### src/rtl/param_address_register_file_pkg.sv
// Shared definitions for the address register file: operation encodings
// and the fixed roles of the low register indices.
package param_address_register_file_pkg;

    // Operation applied to every enabled register on a clock edge
    typedef enum logic [2:0] {
        FS_DEC   = 3'b000,
        FS_INC   = 3'b001,
        FS_LOAD  = 3'b010,
        FS_CLR   = 3'b011,
        FS_LO_Z  = 3'b100,
        FS_LO    = 3'b101,
        FS_HI    = 3'b110,
        FS_LO_SX = 3'b111
    } fun_sel_e;

    // Dedicated register indices; everything above IDX_SP is general purpose
    localparam int unsigned IDX_PC = 0;
    localparam int unsigned IDX_AR = 1;
    localparam int unsigned IDX_SP = 2;

endpackage

### src/rtl/param_address_register_file_arf_register.sv
// Single address register: wrap-around inc/dec, full and half-word loads,
// clear. Holds when not enabled; resets asynchronously to RESET_VAL.
module arf_register
    import param_address_register_file_pkg::*;
#(
    parameter int unsigned     WIDTH     = 16,
    parameter logic [WIDTH-1:0] RESET_VAL = '0
) (
    input  logic             Clock,
    input  logic             Reset,
    input  logic [WIDTH-1:0] I,
    input  logic             E,
    input  logic [2:0]       FunSel,
    output logic [WIDTH-1:0] Q
);

    localparam int unsigned H = WIDTH / 2;

    logic [WIDTH-1:0] q_q;
    logic [WIDTH-1:0] q_d;

    // Next value from the selected operation; hold when disabled
    always_comb begin
        q_d = q_q;
        if (E) begin
            case (FunSel)
                FS_DEC:   q_d = q_q - WIDTH'(1);
                FS_INC:   q_d = q_q + WIDTH'(1);
                FS_LOAD:  q_d = I;
                FS_CLR:   q_d = '0;
                FS_LO_Z:  q_d = {{H{1'b0}}, I[H-1:0]};
                FS_LO:    q_d = {q_q[WIDTH-1:H], I[H-1:0]};
                FS_HI:    q_d = {I[H-1:0], q_q[H-1:0]};
                FS_LO_SX: q_d = {{H{I[H-1]}}, I[H-1:0]};
                default:  q_d = q_q;
            endcase
        end
    end

    // Register state with asynchronous reset
    always_ff @(posedge Clock or posedge Reset) begin
        if (Reset) begin
            q_q <= RESET_VAL;
        end else begin
            q_q <= q_d;
        end
    end

    assign Q = q_q;

endmodule

### src/rtl/param_address_register_file.sv
// Address register file: PC, AR, SP and general registers, two combinational
// read ports, and sticky stack overflow/underflow flags tracking SP.
module param_address_register_file
    import param_address_register_file_pkg::*;
#(
    parameter int unsigned      WIDTH    = 16,
    parameter int unsigned      NREG     = 4,
    parameter logic [WIDTH-1:0] PC_RESET = '0,
    parameter logic [WIDTH-1:0] SP_HIGH  = '1,
    parameter logic [WIDTH-1:0] SP_LOW   = WIDTH'(16'hFF00),
    localparam int unsigned     SEL      = $clog2(NREG)
) (
    input  logic             Clock,
    input  logic             Reset,
    input  logic [WIDTH-1:0] I,
    input  logic [NREG-1:0]  RegSel,
    input  logic [2:0]       FunSel,
    input  logic [SEL-1:0]   OutCSel,
    input  logic [SEL-1:0]   OutDSel,
    input  logic             ClearFlags,
    output logic [WIDTH-1:0] OutC,
    output logic [WIDTH-1:0] OutD,
    output logic             SPOverflow,
    output logic             SPUnderflow
);

    logic [WIDTH-1:0] regs [NREG];

    genvar k;
    generate
        for (k = 0; k < NREG; k++) begin : g_reg
            localparam logic [WIDTH-1:0] RV = (k == IDX_PC) ? PC_RESET :
                                              (k == IDX_SP) ? SP_HIGH  : '0;
            arf_register #(
                .WIDTH     (WIDTH),
                .RESET_VAL (RV)
            ) u_reg (
                .Clock  (Clock),
                .Reset  (Reset),
                .I      (I),
                .E      (~RegSel[k]),
                .FunSel (FunSel),
                .Q      (regs[k])
            );
        end
    endgenerate

    // Read ports: out-of-range selects return zero
    always_comb begin
        OutC = '0;
        OutD = '0;
        for (int unsigned r = 0; r < NREG; r++) begin
            if (OutCSel == SEL'(r)) OutC = regs[r];
            if (OutDSel == SEL'(r)) OutD = regs[r];
        end
    end

    logic sp_en;
    logic ovf_set;
    logic unf_set;
    logic ovf_q, ovf_d;
    logic unf_q, unf_d;

    assign sp_en   = ~RegSel[IDX_SP];
    assign ovf_set = sp_en && (FunSel == FS_DEC) && (regs[IDX_SP] == SP_LOW);
    assign unf_set = sp_en && (FunSel == FS_INC) && (regs[IDX_SP] == SP_HIGH);

    // Sticky flag next state: a set event takes priority over ClearFlags
    always_comb begin
        ovf_d = ovf_q;
        unf_d = unf_q;
        if (ovf_set)         ovf_d = 1'b1;
        else if (ClearFlags) ovf_d = 1'b0;
        if (unf_set)         unf_d = 1'b1;
        else if (ClearFlags) unf_d = 1'b0;
    end

    // Flag state with asynchronous reset
    always_ff @(posedge Clock or posedge Reset) begin
        if (Reset) begin
            ovf_q <= 1'b0;
            unf_q <= 1'b0;
        end else begin
            ovf_q <= ovf_d;
            unf_q <= unf_d;
        end
    end

    assign SPOverflow  = ovf_q;
    assign SPUnderflow = unf_q;

endmodule

### config.mk
export PLATFORM = sky130hd
export DESIGN_NAME = param_address_register_file
export DESIGN_NICKNAME = d
export VERILOG_FILES = /design/src/rtl/param_address_register_file_pkg.sv /design/src/rtl/param_address_register_file_arf_register.sv /design/src/rtl/param_address_register_file.sv
export SDC_FILE = /design/constraint.sdc
export NUM_CORES = 1
export LEC_CHECK = 0
export CORE_MARGIN = 4
export CORE_UTILIZATION = 35
export CTS_CLUSTER_DIAMETER = 50
export DETAILED_ROUTE_END_ITERATION = 8
export MAX_ROUTING_LAYER = met4
export PLACE_DENSITY = 0.51
export RECOVER_POWER = 25
export SLEW_MARGIN = 40
export SYNTH_ARGS = -nofsm -noshare
export SYNTH_HDL_FRONTEND = slang
export SYNTH_SLANG_ARGS = --single-unit
### constraint.sdc
create_clock -name Clock -period 4.3 [get_ports Clock]
set_input_delay 0.86 -clock Clock [delete_from_list [all_inputs] [get_ports Clock]]
set_output_delay 0.86 -clock Clock [all_outputs]
set_load 0.01 [all_outputs]
==> results.sh <==
export IMPL_grt_pass1_vias=6332
export IMPL_port_buffers=63
export IMPL_switching_power_uw=1467
export IMPL_worst_slew_margin_rel_pct=-15.99
export IMPL_p_leak_uw=0.003134
export IMPL_die_x_um=145.1
export IMPL_synth_compound_area_share_pct=24.76
export IMPL_row_count=49
export IMPL_cts_buffers=9
export IMPL_finalMaxSlewViolations=30
export IMPL_core_area_um2=18210
export IMPL_r2r_setup_slack_ps=1590
export IMPL_crit_top_cell="a31oi_1"
export IMPL_h_tree_depth=3
export IMPL_swShare_pct=40.54
export IMPL_synthMuxAreaShare_pct=12.70
export IMPL_highest_layer="met4"
export IMPL_drt_initial_drc_count=475
export IMPL_fp_dieArea_um2=21060
export IMPL_drc=0
export IMPL_met2_length_um=10390
export IMPL_cp_arrival_ps=4100
export IMPL_worstPathMaxFanout=16
export IMPL_synth_top_family_by_area="compound AO/OA/AOI/OAI gates"
export IMPL_synth_distinct_cells=62
export IMPL_synth_area_top_cells="dfrtp_1 19%, ha_1 12%, mux4_2 11%"
export IMPL_grt_pass1_wl_um=35310
export IMPL_clock_skew_ps=11.55
export IMPL_cp_slowest_cell="clkdlybuf4s50_1"
export IMPL_ctsRootBufferMaster="clkbuf_16"
export IMPL_ys_ff_latch=66
export IMPL_final_util_pct=43.26
export IMPL_clock_latency_ps=350
export IMPL_synthSimpleGateAreaFrac_pct=15.27
export IMPL_yosysWarnings=0
export IMPL_worstReg2RegEnd="g_reg[1].u_reg.Q[15]$_DFFE_PP0P_"
export IMPL_routed_via_density=5.929
export IMPL_power_density_nw_per_um2=459.5
export IMPL_grt_usage_pct=21.91
export IMPL_hold_class="reg2reg"
export IMPL_netlist_instances=757
export IMPL_fin_crit_sh_pct=89.13
export IMPL_final_nets=919
export IMPL_ir_worst_vdd_mv=0.1811
export IMPL_path_cells="clkdlybuf4s50_1 > nor2_4 > nand2_2 > inv_1 > buf_4 > fa_1 > nand3b_1 > a31oi_1 > a311oi_1 > o21ai_0 > a21oi_1 > xnor2_1 > nand2_1 > a31oi_1"
export IMPL_fmax_mhz=260.9
export IMPL_critPathLaunchType="primary input"
export IMPL_hold_viol=0
export IMPL_synth_edf_count=0
export IMPL_clockPowerShare_pct=22.3
export IMPL_antenna_found_initial=0
export IMPL_setup_viol=0
export IMPL_cts_path_max_buffers=2
export IMPL_initial_core_util_pct=36.14
export IMPL_synthXorXnorAreaFrac_pct=6.123
export IMPL_min_period_ps=3833
export IMPL_whs_endpoint="g_reg[2].u_reg.Q[15]$_DFFE_PP1P_"
export IMPL_seq_area_frac_synth_pct=25.40
export IMPL_route_met3_wl_um=933
export IMPL_synthArstFlopShare_pct=100.0
export IMPL_syn_to_final_growth_pct=19.70
export IMPL_rsz0062_at_grt="no"
export IMPL_cts_tree="yes"
export IMPL_overflow=0
export IMPL_drive_gt1_share_pct=12.30
export IMPL_yosysTopAreaCell="dfrtp_1"
export IMPL_cts_setup_buffers=0
export IMPL_ioPinCount=64
export IMPL_wl_um=22260
export IMPL_p_seq_share_pct=26.5
export IMPL_num_vias=6273
export IMPL_cap_violations=1
export IMPL_syn_avg_cell_area_um2=8.692
export IMPL_clk_pin_slew_ps=60
export IMPL_outcome="finished, violations left"
export IMPL_p_comb_share_pct=51.2
export IMPL_mappedNetlistArea_um2=6580
export IMPL_tightest_slew_ps=1740
export IMPL_ant_nets=0
export IMPL_rr_worst_depth=9
export IMPL_holdCritStartpoint="g_reg[2].u_reg.Q[15]$_DFFE_PP1P_"
export IMPL_yosys_area_top_type_share_pct=19.02
export IMPL_cts_hold_buffers=0
export IMPL_clock_sinks=66
export IMPL_routabilityCongestion=0.8979
export IMPL_ctsResizeCount=0
export IMPL_worstSetupPathType="in2reg"
export IMPL_wl_per_cell_um=21.04
export IMPL_grt_max_degree=45
export IMPL_synth_fa_ha_area_share_pct=12.82
export IMPL_violations="max-capacitance violations, max-slew violations"
export IMPL_min_path_cells=1
export IMPL_die_y_um=145.1
export IMPL_dpl_hpwl_um=17350
export IMPL_worstPathRequired_ps=4560
export IMPL_reg2reg_from="g_reg[1].u_reg.Q[8]$_DFFE_PP0P_"
export IMPL_end_kind="flop"
export IMPL_met1_length_um=10430
export IMPL_antennaDiodeCount=0
export IMPL_syn_num_nets=852
export IMPL_tns_ps=0
export IMPL_dr_pass1_iters=5
export IMPL_ys_flop_type="dfrtp_1"
export IMPL_slowest_delay_ps=520
export IMPL_p_int_uw=2152
[power by group through the flow]
stage | Combinational (uW) | Sequential, uW | Clock (uW)
finish | 1850 | 960 | 807
global route | 2050 | 984 | 851
CTS | 1850 | 957 | 821
detailed placement | 1840 | 967 | 0
global placement | 1820 | 960 | 0
floorplan | 1350 | 869 | 0
[worst max-delay path, delay by kind of cell]
| family | cells | cell delay (ps) |
|---|---|---|
| AOI/OAI and AO/OA | 5 | 1120 |
| buffers and inverters | 3 | 860 |
| and+or+nand+nor | 4 | 680 |
| adders and majority gates | 1 | 410 |
| xor gates and xnor gates | 1 | 150 |
[state kept, by name, indices dropped and copies added, names as in the netlist]
register	cells
SPOverflow	1
SPUnderflow	1
g.u_reg.Q	64
[layout make-up]
cell class,count,area (um^2)
Sequential cell,66,1672
Tap cell,229,286.5
Timing Repair Buffer,85,788.3
Clock inverter,7,93.84
Inverter,22,82.58
Clock buffer,9,225.2
Multi-Input combinational cell,640,4728
Fill cell,1797,10330
[cell families after synthesis]
logic type	count (synthesis)
buffers and inverters	51
XOR/XNOR	46
multiplexers	43
flip-flops	66
AO/OA/AOI/OAI	269
adder cells (fa/ha/maj)	65
AND/OR/NAND/NOR	217
[synth_stat cells, types with 3 or more instances]
master	n
nor2b_1	12
nand2_1	54
xor2_1	14
o21ai_1	15
clkbuf_1	26
dfrtp_1	50
mux2i_1	10
a211o_1	5
nor4_1	3
a31oi_1	14
and2_1	7
a21o_1	15
nand4_1	6
nor2_1	82
nand2b_1	7
a211oi_1	9
o211ai_1	4
a21boi_1	3
a21oi_1	95
o22ai_1	4
nand3_1	15
dfstp_2	16
nor3_1	15
mux4_2	31
o41ai_2	3
inv_1	22
ha_1	61
o221ai_1	3
o21a_1	11
o21ai_0	68
xnor2_1	32
fa_1	4
or2_2	4
[stage by stage]
| step | power [uW] | instances | setup slack (ps) | hold slack (ps) | instance area (um^2) |
|---|---|---|---|---|---|
| 2_1_floorplan | 2215 | 757 | 92.89 | 478.5 | 6583 |
| 3_3_place_gp | 2780 | 1042 | 153.4 | 503.7 | 7562 |
| 3_5_place_dp | 2804 | 1042 | 148.4 | 510.2 | 7565 |
| 4_1_cts | 3627 | 1058 | 505.6 | 518.0 | 7884 |
| 5_1_grt | 3884 | 1058 | 297.4 | 533.1 | 7876 |
| 6_report | 3619 | 1058 | 467.3 | 518.3 | 7876 |
[layer usage]
metal / GRT usage (%) / vias to the layer above
met2: 34.48 / 194
met4: 7.455 / 0
li1: - / 2963
met3: 1.996 / 38
met1: 29.87 / 3078
met5: - / -
[layout by cell type (no fill, tap or decap), types with 3 or more instances in the layout]
cell type,n
o221ai_1,3
ha_1,61
a211o_1,5
nand3_1,15
and2_1,7
xnor2_1,32
inv_1,22
dfrtp_1,50
fa_1,4
nor2_1,80
o21ai_1,15
a21oi_1,95
nand2_1,53
a21boi_1,3
nor2b_1,12
a31oi_1,14
o211ai_1,4
nor3_1,15
nor4_1,3
o21a_1,11
clkdlybuf4s50_1,62
xor2_1,14
clkbuf_16,9
a211oi_1,9
o21ai_0,68
nand2b_1,7
mux2i_1,10
buf_4,20
o41ai_2,3
dfstp_2,16
mux4_2,31
a21o_1,15
o22ai_1,4
or2_2,4
nand4_1,6
[worst max-delay path by stage]
stage	end	from	depth (start not counted)	slack, ps
floorplan	g_reg[1].u_reg.Q[15]$_DFFE_PP0P_	FunSel[2]	12	90
global placement	g_reg[3].u_reg.Q[12]$_DFFE_PP0P_	FunSel[1]	14	150
detailed placement	g_reg[3].u_reg.Q[12]$_DFFE_PP0P_	FunSel[1]	14	150
CTS	g_reg[3].u_reg.Q[12]$_DFFE_PP0P_	FunSel[1]	14	510
global route	g_reg[1].u_reg.Q[14]$_DFFE_PP0P_	FunSel[1]	14	300
finish	g_reg[3].u_reg.Q[12]$_DFFE_PP0P_	FunSel[1]	14	470
Power figures use the tool's default switching activity.
